`config.mk`:
```
export PLATFORM = sky130hd
export DESIGN_NAME = uart_rx_fifo_flat
export DESIGN_NICKNAME = d
export VERILOG_FILES = /design/src/rtl/uart_rx_pkg.sv /design/src/rtl/uart_rx_fifo_if.sv /design/src/rtl/uart_rise_det.sv /design/src/rtl/uart_rx_fifo.sv /design/src/flat_wrapper.sv
export SDC_FILE = /design/constraint.sdc
export NUM_CORES = 1
export LEC_CHECK = 0
export ABC_AREA = 1
export CAP_MARGIN = 20
export CORE_MARGIN = 5
export CORE_UTILIZATION = 50
export DETAILED_ROUTE_END_ITERATION = 8
export PLACE_DENSITY = 0.72
export RECOVER_POWER = 100
export SLEW_MARGIN = 20
export SYNTH_ARGS = -nofsm -noshare
export SYNTH_HDL_FRONTEND = slang
export SYNTH_HIERARCHICAL = 1
export SYNTH_SLANG_ARGS = --single-unit
```
`constraint.sdc`:
```
create_clock -name clk -period 3.4 [get_ports clk]
set_input_delay 0.68 -clock clk [delete_from_list [all_inputs] [get_ports clk]]
set_output_delay 0.68 -clock clk [all_outputs]
set_load 0.1 [all_outputs]
```
`src/rtl/uart_rx_pkg.sv`:
```
// rtl/uart_rx_pkg.sv - shared constants and error-counter helper for the UART receive buffer
package uart_rx_pkg;

   localparam int DATA_WIDTH_DEF = 8;
   localparam int ERR_CNT_W      = 8;
   localparam logic [ERR_CNT_W-1:0] ERR_CNT_MAX = '1;

   // Clear takes priority, but an edge in the clearing cycle still counts once.
   function automatic logic [ERR_CNT_W-1:0] err_cnt_next(
      input logic [ERR_CNT_W-1:0] cnt,
      input logic                 rise,
      input logic                 clr
   );
      if (clr)
         return {{(ERR_CNT_W-1){1'b0}}, rise};
      else if (rise && (cnt != ERR_CNT_MAX))
         return cnt + 1'b1;
      else
         return cnt;
   endfunction

endpackage

```
`src/rtl/uart_rx_fifo_if.sv`:
```
// rtl/uart_rx_fifo_if.sv - RX FSM capture inputs and FWFT output stream of the receive buffer
interface uart_rx_fifo_if #(
   parameter int DATA_WIDTH = 8
);
   logic [DATA_WIDTH-1:0] p_data;
   logic                  data_valid;
   logic                  par_err;
   logic                  stop_err;
   logic [DATA_WIDTH-1:0] out_data;
   logic                  out_valid;
   logic                  out_ready;

   modport master (
      output p_data, data_valid, par_err, stop_err, out_ready,
      input  out_data, out_valid
   );

   modport slave (
      input  p_data, data_valid, par_err, stop_err, out_ready,
      output out_data, out_valid
   );
endinterface

```
`src/rtl/uart_rise_det.sv`:
```
// rtl/uart_rise_det.sv - registered rising-edge detector, one-cycle pulse per low-to-high transition
module uart_rise_det (
   input  logic clk,
   input  logic rst,
   input  logic din,
   output logic pulse
);
   logic din_q;

   always_ff @(posedge clk or negedge rst) begin
      if (!rst)
         din_q <= 1'b0;
      else
         din_q <= din;
   end

   assign pulse = din & ~din_q;
endmodule

```
`src/rtl/uart_rx_fifo.sv`:
```
// rtl/uart_rx_fifo.sv - UART RX frame capture into a FWFT FIFO with status and sticky overflow
// Define UART_RX_ERR_CNT_EN to build the parity/stop-error edge counters.
module uart_rx_fifo
   import uart_rx_pkg::*;
#(
   parameter  int DATA_WIDTH = DATA_WIDTH_DEF,
   parameter  int DEPTH      = 8,
   localparam int CNT_W      = $clog2(DEPTH) + 1
) (
   input  logic                 clk,
   input  logic                 rst,
   uart_rx_fifo_if.slave        bus,
   output logic                 fifo_full,
   output logic                 fifo_empty,
   output logic [CNT_W-1:0]     level,
   output logic                 overflow,
   input  logic                 clr_ovf,
   output logic [ERR_CNT_W-1:0] par_err_cnt,
   output logic [ERR_CNT_W-1:0] stop_err_cnt
);
   localparam int AW = $clog2(DEPTH);

   logic [AW:0]           wr_ptr;
   logic [AW:0]           rd_ptr;
   logic [DATA_WIDTH-1:0] mem [DEPTH];
   logic                  wr;
   logic                  rd;
   logic                  wr_ok;

   uart_rise_det u_dv_rise (
      .clk   (clk),
      .rst   (rst),
      .din   (bus.data_valid),
      .pulse (wr)
   );

   // MSB of each pointer is the wrap bit distinguishing full from empty.
   assign fifo_empty    = (wr_ptr == rd_ptr);
   assign fifo_full     = (wr_ptr[AW-1:0] == rd_ptr[AW-1:0]) && (wr_ptr[AW] != rd_ptr[AW]);
   assign level         = wr_ptr - rd_ptr;
   assign bus.out_valid = ~fifo_empty;
   assign bus.out_data  = mem[rd_ptr[AW-1:0]];
   assign rd            = bus.out_valid & bus.out_ready;
   assign wr_ok         = wr & (~fifo_full | rd);

   always_ff @(posedge clk or negedge rst) begin
      if (!rst) begin
         wr_ptr   <= '0;
         rd_ptr   <= '0;
         overflow <= 1'b0;
      end else begin
         if (wr_ok)
            wr_ptr <= wr_ptr + 1'b1;
         if (rd)
            rd_ptr <= rd_ptr + 1'b1;
         if (wr && !wr_ok)
            overflow <= 1'b1;
         else if (clr_ovf)
            overflow <= 1'b0;
      end
   end

   always_ff @(posedge clk or negedge rst) begin
      if (!rst) begin
         for (int i = 0; i < DEPTH; i++)
            mem[i] <= '0;
      end else if (wr_ok) begin
         mem[wr_ptr[AW-1:0]] <= bus.p_data;
      end
   end

`ifdef UART_RX_ERR_CNT_EN
   logic par_rise;
   logic stop_rise;

   uart_rise_det u_par_rise (
      .clk   (clk),
      .rst   (rst),
      .din   (bus.par_err),
      .pulse (par_rise)
   );

   uart_rise_det u_stop_rise (
      .clk   (clk),
      .rst   (rst),
      .din   (bus.stop_err),
      .pulse (stop_rise)
   );

   always_ff @(posedge clk or negedge rst) begin
      if (!rst) begin
         par_err_cnt  <= '0;
         stop_err_cnt <= '0;
      end else begin
         par_err_cnt  <= err_cnt_next(par_err_cnt, par_rise, clr_ovf);
         stop_err_cnt <= err_cnt_next(stop_err_cnt, stop_rise, clr_ovf);
      end
   end
`else
   logic unused_err;
   assign unused_err   = bus.par_err ^ bus.stop_err;
   assign par_err_cnt  = '0;
   assign stop_err_cnt = '0;
`endif

endmodule

```
`src/flat_wrapper.sv`:
```
// flat-port wrapper written by rule: the top's interface ports become plain ports
module uart_rx_fifo_flat import uart_rx_pkg::*;
#(
   parameter  int DATA_WIDTH = DATA_WIDTH_DEF,
   parameter  int DEPTH      = 8,
   localparam int CNT_W      = $clog2(DEPTH) + 1
)
  (clk, rst, fifo_full, fifo_empty, level, overflow, clr_ovf, par_err_cnt, stop_err_cnt, bus_p_data, bus_data_valid, bus_par_err, bus_stop_err, bus_out_ready, bus_out_data, bus_out_valid);
  uart_rx_fifo_if #(.DATA_WIDTH(DATA_WIDTH)) bus_i ();
  input  logic clk;
  input  logic rst;
  output logic fifo_full;
  output logic fifo_empty;
  output logic [CNT_W-1:0] level;
  output logic overflow;
  input  logic clr_ovf;
  output logic [ERR_CNT_W-1:0] par_err_cnt;
  output logic [ERR_CNT_W-1:0] stop_err_cnt;
  input wire logic [$bits(bus_i.p_data)-1:0] bus_p_data;
  input wire logic [$bits(bus_i.data_valid)-1:0] bus_data_valid;
  input wire logic [$bits(bus_i.par_err)-1:0] bus_par_err;
  input wire logic [$bits(bus_i.stop_err)-1:0] bus_stop_err;
  input wire logic [$bits(bus_i.out_ready)-1:0] bus_out_ready;
  output wire logic [$bits(bus_i.out_data)-1:0] bus_out_data;
  output wire logic [$bits(bus_i.out_valid)-1:0] bus_out_valid;
  assign bus_i.p_data = bus_p_data;
  assign bus_i.data_valid = bus_data_valid;
  assign bus_i.par_err = bus_par_err;
  assign bus_i.stop_err = bus_stop_err;
  assign bus_i.out_ready = bus_out_ready;
  assign bus_out_data = bus_i.out_data;
  assign bus_out_valid = bus_i.out_valid;
  uart_rx_fifo #(.DATA_WIDTH(DATA_WIDTH), .DEPTH(DEPTH)) u_core (.clk(clk), .rst(rst), .bus(bus_i), .fifo_full(fifo_full), .fifo_empty(fifo_empty), .level(level), .overflow(overflow), .clr_ovf(clr_ovf), .par_err_cnt(par_err_cnt), .stop_err_cnt(stop_err_cnt));
endmodule
```
==> results.md <==
* Status: complete, but fails checks
* Failing checks: capacitance limit, slew limit
* Max cap viols at 1
* Final Cycle Share at 88.6%
* Clk_skew at 0.0130 ns
* Routed WL at ~11000 um
* Gpl congestion at about 0.9
* Critical path fanouts, max at 33
* Syn Inst Count at 533
* First-pass GRT wire length at 17700 um
* Post-synth EDFFs at 0
* Post-route DRC at 0
* CTS Sinks at 74
* Die area at between 10000 and 15000 um2
* Yosys reg bits at 74
* Register area share after synthesis at 44.3%
* Hold Crit Depth at 2
* Fin Setup TNS at 0 ns
* Average wire per standard cell at around 16 um
* Average cell area after synthesis at 7.84 um2
* Final setup fails at 0
* Clock Latency Late Sink at 0.35 ns
* Data required, critical path at 2.72 ns
* CTS Root Cell: clkbuf_8
* Most frequent cell on the critical path: nand2_1
* Core Region at 8180 um2
* CTS H-tree depth at 3
* Layout cells sized above 1 at 11.6%
* Post-CTS setup buffer count at 0
* Pre-antenna DRT Iters at 4
* Vias in the first global route at 3483
* Final Critical Period at about 3 ns
* Worst EP arrival at 2.33 ns
* Die width at slightly above 100 um
* Worst path max stage delay at 0.46 ns
* Max frequency at 332 MHz
* DP HPWL at 6780 um
* Critical path type: reg2out
* Iter 0 DRT Violations at 444
* Final Hold Fails at 0
* RSZ-0062 raised after global routing: no
* CTS Buffer Depth at 2
* Slowest CP cell: inv_2
* Slew Viols, Final at 75
* Synth cell count leaders: nand2_1, dfrtp_1, nand4_1, nor2_1, o21ai_0
* N_diodes at 0
* Ports at 47
* Synth Warn # at 6
* Post-route ant nets at 0
* Clock slew at reported path FFs at about 0.090 ns
* GR Overflow Total at 0
* Cell Area, Synth at 4180 um2
* P&R area growth vs syn at 9.82%
* Setup crit end kind: output pin
* GR Util All Layers at roughly 22%
* Cell variety after synth at 26
* Worst-path cell chain: buf_4, inv_2, o21ai_0, nand2_1, nand2_1, nand2_1, clkbuf_2
* Num CTS Buffers at 9
* Die height at 101 um
* Dominant synthesized flop cell: dfrtp_1
* Worst Tran Pin Value at 1.85 ns
* Via-to-Cell Ratio at 5.68
* Largest net degree at the start of global routing at 75
* Area leader, netlist: dfrtp_1
* Vias at 3722
* Hold buffer count at cts at 0
* Top cell type's share of synthesized area at approximately 44%
* Count leader, synth: nand2_1
* Relative slew margins at -23.6%
* Port-buffer cells at 28
* Initial antenna violation count at 0
* CP Launch Type: flip-flop
* Min-delay worst type: reg2reg
* Initial core utilization at 51.1%
* PostCTS Resize Cnt at 0
* FF-to-FF path depth at 9
* Row count at 33
* Fin nets at 566
* CTS tree: yes
* Async SR Flop Fraction at 100%
* Most area-consuming cells after synthesis: dfrtp_1, nand2_1, nand4_1, nor2_1, buf_4
[area by class of cell]
class	instances	area, um2
tap	105	131
sequential	74	1850
inverter	17	67.6
fill	778	3590
clock buffer	12	165
timing repair buffer	38	348
clock inverter	4	72.6
multi-input combinational	405	1950
[kinds of logic (layout without fill, tap and decap cells)]
logic type	count (synthesis)	after routing	synth area share, %
AOI/OAI and AO/OA	45	45	5.39
buffers and inverters	69	71	9.88
DFF	74	74	44.3
adders and majority gates	6	6	1.98
xor gates and xnor gates	5	5	1.05
other	1	16	0.0898
and+or+nand+nor	333	333	37.3
[routing by layer]
layer / routed length, um / GRT usage (%)
met2: 4730 / 33.1
met4: 128 / 6.54
met3: 880 / 3.79
met1: 4810 / 32.4
met5: 0 / 0
[stage by stage]
stage	instances	hold slack [ns]	util, %	setup slack (ns)	instance area (um2)
2_1_floorplan	548	0.384	-	0.0181	4260
3_3_place_gp	639	0.448	55.6	0.899	4550
3_5_place_dp	639	0.453	55.6	0.888	4550
4_1_cts	655	0.471	58.5	0.506	4790
5_1_grt	655	0.487	56.1	0.244	4590
6_report	655	0.470	56.1	0.387	4590
[state kept, by name (all words and copies together), names as in the netlist]
| signal | flops |
|---|---|
| u_core/mem | 64 |
| u_core/overflow | 1 |
| u_core/rd_ptr | 4 |
| u_core/u_dv_rise/din_q | 1 |
| u_core/wr_ptr | 4 |
[critical path: cells and delay by family (launching register included)]
kind,cells,cell delay [ns]
buffers and inverters,3,1.13
AND/OR/NAND/NOR,3,0.27
AO/OA/AOI/OAI,1,0.20
flip-flops,1,0.37
[placed cells by master (no fill, tap or decap)]
cell | netlist | routed
nand2_1 | 188 | 188
dfrtp_1 | 74 | 74
nand4_1 | 65 | 65
nor2_1 | 57 | 58
o21ai_0 | 23 | 25
o21ai_1 | 21 | 19
conb_1 | 1 | 16
clkbuf_8 | 0 | 12
clkbuf_2 | 0 | 12
clkdlybuf4s50_1 | 0 | 10
inv_1 | 9 | 9
buf_4 | 17 | 9
nand3_1 | 5 | 8
nor2_4 | 7 | 7
buf_12 | 0 | 5
inv_2 | 6 | 5
ha_1 | 5 | 5
nand3_2 | 6 | 4
xnor2_1 | 3 | 3
bufinv_16 | 0 | 2
dlygate4sd3_1 | 0 | 2
clkinv_2 | 0 | 1
clkinvlp_4 | 0 | 1
clkinvlp_2 | 0 | 1
inv_4 | 1 | 1
clkinv_1 | 1 | 1
a21oi_1 | 1 | 1
xor2_2 | 0 | 1
nand3_4 | 2 | 1
nor2_2 | 2 | 1
nor2_8 | 1 | 1
xor2_1 | 2 | 1
fa_1 | 1 | 1
[path summary, 6_finish.rpt]
check                                             start                      endpoint  slack (ns)
min in group asynchronous                           rst  u_core/rd_ptr[3]$_DFFE_PN0P_        0.81
max                        u_core/rd_ptr[0]$_DFFE_PN0P_               bus_out_data[7]        0.39
min reg2reg                  u_core/mem[18]$_DFFE_PN0P_    u_core/mem[18]$_DFFE_PN0P_        0.47
max in group asynchronous                           rst    u_core/mem[27]$_DFFE_PN0P_        1.48
min                          u_core/mem[18]$_DFFE_PN0P_    u_core/mem[18]$_DFFE_PN0P_        0.47
max reg2reg                u_core/wr_ptr[0]$_DFFE_PN0P_     u_core/mem[9]$_DFFE_PN0P_        0.45
Power is left out: the tool's default activity adds up to more than one toggle a clock period on the data nets, which glitch-free logic cannot reach.
